### src/rtl/obs_l4_pkg.sv
// obs_l4_pkg: widths, FSM states and product index shared by the OBS L4 multiply sequencer.
package obs_l4_pkg;
   localparam int N_OP   = 104;
   localparam int N_HALF = 52;
   localparam int N_PART = 103;
   localparam int N_PROD = 207;
   typedef enum logic [1:0] {IDLE, ISSUE, COMBINE, DONE} state_t;
   typedef logic [1:0] idx_t;
endpackage

### src/rtl/obs_l4_mult_sequencer_overlap.sv
// overlap_module_103bit: interleaves even/odd partial products (polynomials in x^2) into the 207-bit product.
module overlap_module_103bit
   import obs_l4_pkg::*;
(
   input  logic [N_PART-1:0] in1,
   input  logic [N_PART-1:0] in2,
   input  logic [N_PART-1:0] in3,
   input  logic [N_PART-1:0] in4,
   output logic [N_PROD-1:0] prod
);
   // in1 lands on even bits, in2/in3 on odd bits, in4 on even bits shifted by x^2
   assign prod[0] = in1[0];
   for (genvar j = 0; j < N_PART; j++) begin : g_bit
      assign prod[2*j+1] = in2[j] ^ in3[j];
      if (j < N_PART-1) begin : g_mid
         assign prod[2*j+2] = in4[j] ^ in1[j+1];
      end else begin : g_top
         assign prod[2*j+2] = in4[j];
      end
   end
endmodule

### src/rtl/obs_l4_mult_sequencer.sv
// obs_l4_mult_sequencer: time-shares one 52x52 GF(2) multiplier to build a 104x104 OBS product.
// Define OBS_SEQ_KARATSUBA_EN for the three-multiply Karatsuba schedule.
module obs_l4_mult_sequencer
   import obs_l4_pkg::*;
#(
   parameter int N = N_OP
) (
   input  logic           clk,
   input  logic           rst,
   input  logic           in_valid,
   output logic           in_ready,
   input  logic [N-1:0]   in_a,
   input  logic [N-1:0]   in_b,
   output logic           mul_req,
   output logic [N/2-1:0] mul_a,
   output logic [N/2-1:0] mul_b,
   input  logic           mul_ack,
   input  logic [N-2:0]   mul_p,
   output logic           out_valid,
   input  logic           out_ready,
   output logic [2*N-2:0] out_p,
   output logic           busy
);
   state_t state, state_d;
   idx_t idx, cap, last;
   logic [N/2-1:0] ae, ao, be, bo, sa_e, sa_o, sb_e, sb_o, op_a, op_b;
   logic [N-2:0] p [4];
   logic [N-2:0] mid, low;
   logic [2*N-2:0] ov;
   always_comb begin
      sa_e = '0;
      sa_o = '0;
      sb_e = '0;
      sb_o = '0;
      for (int i = 0; i < N/2; i++) begin
         sa_e[i] = in_a[2*i];
         sa_o[i] = in_a[2*i+1];
         sb_e[i] = in_b[2*i];
         sb_o[i] = in_b[2*i+1];
      end
   end
`ifdef OBS_SEQ_KARATSUBA_EN
   // p[0]=ae*be, p[3]=ao*bo, p[1] holds the middle product (ae^ao)*(be^bo)
   assign last = 2'd2;
   assign op_a = (idx == 2'd2) ? ae ^ ao : idx[0] ? ao : ae;
   assign op_b = (idx == 2'd2) ? be ^ bo : idx[0] ? bo : be;
   assign cap  = (idx == 2'd1) ? 2'd3 : (idx == 2'd2) ? 2'd1 : 2'd0;
   assign mid  = p[1] ^ p[0] ^ p[3];
   assign low  = '0;
`else
   assign last = 2'd3;
   assign op_a = idx[1] ? ao : ae;
   assign op_b = idx[0] ? bo : be;
   assign cap  = idx;
   assign mid  = p[1];
   assign low  = p[2];
`endif
   overlap_module_103bit u_overlap (
      .in1  (p[0]),
      .in2  (mid),
      .in3  (low),
      .in4  (p[3]),
      .prod (ov)
   );
   always_comb begin
      state_d = state;
      case (state)
         IDLE:    state_d = in_valid ? ISSUE : IDLE;
         ISSUE:   state_d = (mul_ack && idx == last) ? COMBINE : ISSUE;
         COMBINE: state_d = DONE;
         DONE:    state_d = out_ready ? IDLE : DONE;
         default: state_d = IDLE;
      endcase
   end
   assign in_ready  = state == IDLE;
   assign busy      = state != IDLE;
   assign out_valid = state == DONE;
   assign mul_req   = state == ISSUE;
   assign mul_a     = mul_req ? op_a : '0;
   assign mul_b     = mul_req ? op_b : '0;
   always_ff @(posedge clk) begin
      if (rst) begin
         state <= IDLE;
         idx   <= '0;
         ae    <= '0;
         ao    <= '0;
         be    <= '0;
         bo    <= '0;
         p     <= '{default: '0};
         out_p <= '0;
      end else begin
         state <= state_d;
         if (state == IDLE && in_valid) begin
            ae  <= sa_e;
            ao  <= sa_o;
            be  <= sb_e;
            bo  <= sb_o;
            idx <= '0;
         end
         if (state == ISSUE && mul_ack) begin
            p[cap] <= mul_p;
            idx    <= idx + 2'd1;
         end
         if (state == COMBINE) out_p <= ov;
      end
   end
endmodule

### config.mk
export PLATFORM = sky130hd
export DESIGN_NAME = obs_l4_mult_sequencer
export DESIGN_NICKNAME = d
export VERILOG_FILES = /design/src/rtl/obs_l4_pkg.sv /design/src/rtl/obs_l4_mult_sequencer_overlap.sv /design/src/rtl/obs_l4_mult_sequencer.sv
export SDC_FILE = /design/constraint.sdc
export NUM_CORES = 2
export LEC_CHECK = 0
export ABC_AREA = 1
export CORE_ASPECT_RATIO = 0.5
export CORE_MARGIN = 2
export CORE_UTILIZATION = 40
export DETAILED_ROUTE_END_ITERATION = 8
export PLACE_DENSITY = 0.67
export RECOVER_POWER = 100
export SLEW_MARGIN = 10
export SYNTH_ARGS = -nofsm -noshare
export SYNTH_HDL_FRONTEND = slang
export SYNTH_SLANG_ARGS = --single-unit
### constraint.sdc
create_clock -name clk -period 3.44 [get_ports clk]
set_input_delay 0.688 -clock clk [delete_from_list [all_inputs] [get_ports clk]]
set_output_delay 0.688 -clock clk [all_outputs]
set_load 0.005 [all_outputs]
==> flow_summary.yaml <==
synth:
  netlist_instances: 4584
  synth_top_area_cell: "dfxtp_1"
  ys_async_sr_fraction: 0
  yosysTopAreaCellShare: 0.502
  synth-seq-cells: 831
  ys_types: 19
  synth_ff_type: "dfxtp_1"
  synth_fp_nets: 4904
  syn-cell-area_mm2: 0.0331
  synthTopCellsByArea: "dfxtp_1 50%, nor2_1 14%, nand2_1 9.4%"
  synth_common_cells: "1243 x nor2_1, 833 x nand2_1, 831 x dfxtp_1"
  syn_avg_cell_area_um2: 7.23
  ys_seq_area_frac: 0.502
  synth_edf_count: 0
  yosys.cell_count.top_type: "nor2_1"
  ys_warn_count: 0
worst_setup_path:
  worstPathCellList: "inv_1 -> buf_4 -> nand2_1 -> a21oi_1 -> dlygate4sd3_1"
  crit_path_end_kind: "primary output"
  crit_arrival_ns: 2.63
  cp_data_required_time_ns: 2.75
  path_class: "reg -> out"
  cp-start-kind: "flop"
  cpMaxStageDelayCell: "dfxtp_2"
  slowest_delay_ns: 0.69
  crit_fanout: 25
sta:
  max_freq_mhz: 301
  hold_viol: 0
  holdWs_ns: 0.459
  tightestPinTransition_ns: 1.46
  rsz0062_at_grt: "false"
  setup_viol: 0
  tns_ns: 0
  post-route-min-period_ns: 3.32
  fin_crit_sh: 0.965
  slew_headroom: 0.0270
  drv_slew: 0
  fin_worst_skew_ns: 0.0159
place:
  io_buffers: 630
  finalWeightedCongestion: 0.889
  placed_area_mm2: 0.0403
  hpwlAfterDp_mm: 65.9
  dp_cells: 6071
grt:
  grt_max_degree: 157
  grt_pass1_wl_mm: 155
  first_global_vias: 28500
  grt_usage: 0.225
  grt-ovfl-total: 0
  antenna_found_initial: 19
drt:
  routed_wl_mm: 98.0
  ant_nets: 0
  drcViolationCount: 0
  via_per_inst: 4.75
  drt-initial-drc-count: 1784
  wl_per_cell_um: 15.7
  via_count: 29578
  dr.pass1.iters: 5
run_status:
  status: "complete, no violations"
run:
  maxCapViolCount: 0
min_path:
  hold_path.class: "reg -> reg"
clock_network:
  cts_inserted_buffers: 76
  cts.sinks: 831
  hold_buffers: 0
  clock_latency_ns: 0.66
  path_clk_slew_ns: 0.06
  cts_tree: "built"
  cts_resized: 0
  postCtsSetupRepairBufs: 0
  htreeDepth: 3
  clockBufferDepth: 3
  cts-root-buf: "clkbuf_16"
finish:
  final_layout_size_suffix_gt1_frac: 0.0388
  fin_cells: 6227
  fillers: 7721
  syn2layout_area_growth_pct: 29.4
  nets: 5367
  stdcell_area_mm2: 0.0429
floorplanning:
  fp.coreArea_mm2: 0.0818
  dieWidth_um: 411
  die-height_um: 208
  pin_count: 631
  initial_utilization: 0.405
  die_area_mm2: 0.0853
  row_count: 74
power_and_ir_drop:
  power_density_mw_per_mm2: 493
  leakage_nw: 18.9
  finalPower_mw: 21.2
  peakVddDrop_mv: 0.306
path summary, 6_finish.rpt:
kind / start / to / slack (ns) / cells after the start
max: cap[1] / mul_a[25] / 0.12 / 5
max reg2reg: cap[1] / p[389] / 0.36 / 8
min: p[309] / out_p[0] / 0.46 / 2
min reg2reg: p[309] / out_p[0] / 0.46 / 2
metal layers:
| layer | global-route usage | wire length, µm | vias up |
|---|---|---|---|
| li1 | - | - | 15071 |
| met1 | 0.261 | 40300 | 13688 |
| met2 | 0.395 | 49300 | 596 |
| met3 | 0.0376 | 3650 | 221 |
| met4 | 0.122 | 4810 | 2 |
| met5 | 0 | 16 | - |
power by group:
group / internal, mW / switching (mW) / total, mW / leakage, nW
registers: 9.93 / 0.173 / 10.1 / 6.76
logic: 0.773 / 0.917 / 1.69 / 10.8
clock network: 5.48 / 3.88 / 9.36 / 1.35
stage by stage:
step                      setup slack [ns]  utilization
after floorplan                       1.55            -
after global placement               0.745        0.492
after detailed placement             0.673        0.492
after CTS                           0.0477        0.526
after global routing                0.0252        0.524
final                                0.120        0.524
worst max-delay path: cells and delay by family, from the launching register on:
| kind | cells | cell delay [ns] |
|---|---|---|
| AOI/OAI and AO/OA | 1 | 0.08 |
| buffers and inverters | 3 | 1.10 |
| and+or+nand+nor | 1 | 0.09 |
| DFF | 1 | 0.69 |
placed cells by master (no fill, tap or decap), types with 2 or more instances in the layout:
cell / instances
nand2_1: 832
diode_2: 17
buf_4: 21
dfxtp_1: 830
clkinv_2: 12
dlygate4sd3_1: 300
buf_12: 18
nand4_4: 2
inv_4: 2
bufinv_16: 12
clkinvlp_4: 4
inv_6: 2
clkbuf_16: 79
o21ai_0: 518
clkbuf_2: 9
inv_2: 3
clkinv_4: 2
inv_1: 314
nor2_1: 1244
a21oi_1: 314
clkdlybuf4s50_1: 330
nand3_1: 5
clkbuf_4: 7
clkbuf_8: 16
clkinv_8: 2
xnor2_1: 205
clkbuf_1: 13
ha_1: 4
flip-flops by register name, indices dropped and copies added, names as in the netlist:
register / count
state: 2
be: 52
bo: 52
low: 103
ae: 52
mid: 103
out_p: 207
cap: 2
ao: 52
p: 206
logic make-up (layout without fill, tap and decap cells):
kind of cell / Yosys count / count (layout) / synth area share
AOI/OAI and AO/OA: 832 / 832 / 0.126
xor gates and xnor gates: 205 / 205 / 0.0542
adders and majority gates: 4 / 4 / 0.00151
buffers and inverters: 624 / 1148 / 0.0788
DFF: 831 / 831 / 0.502
other: 0 / 17 / 0
and+or+nand+nor: 2088 / 2088 / 0.238
area by class of cell:
| class | instances | area [µm²] | area share |
|---|---|---|---|
| clock buffers | 105 | 2230 | 0.0521 |
| repair buffers | 689 | 6940 | 0.162 |
| inverters | 320 | 1210 | 0.0282 |
| multi-input cells | 3129 | 13900 | 0.324 |
| diodes | 17 | 42.5 | 0.000992 |
| clock inverters | 34 | 522 | 0.0122 |
| well taps | 1102 | 1380 | 0.0322 |
| flip-flops and latches | 831 | 16600 | 0.388 |
Power figures use the tool's default switching activity.
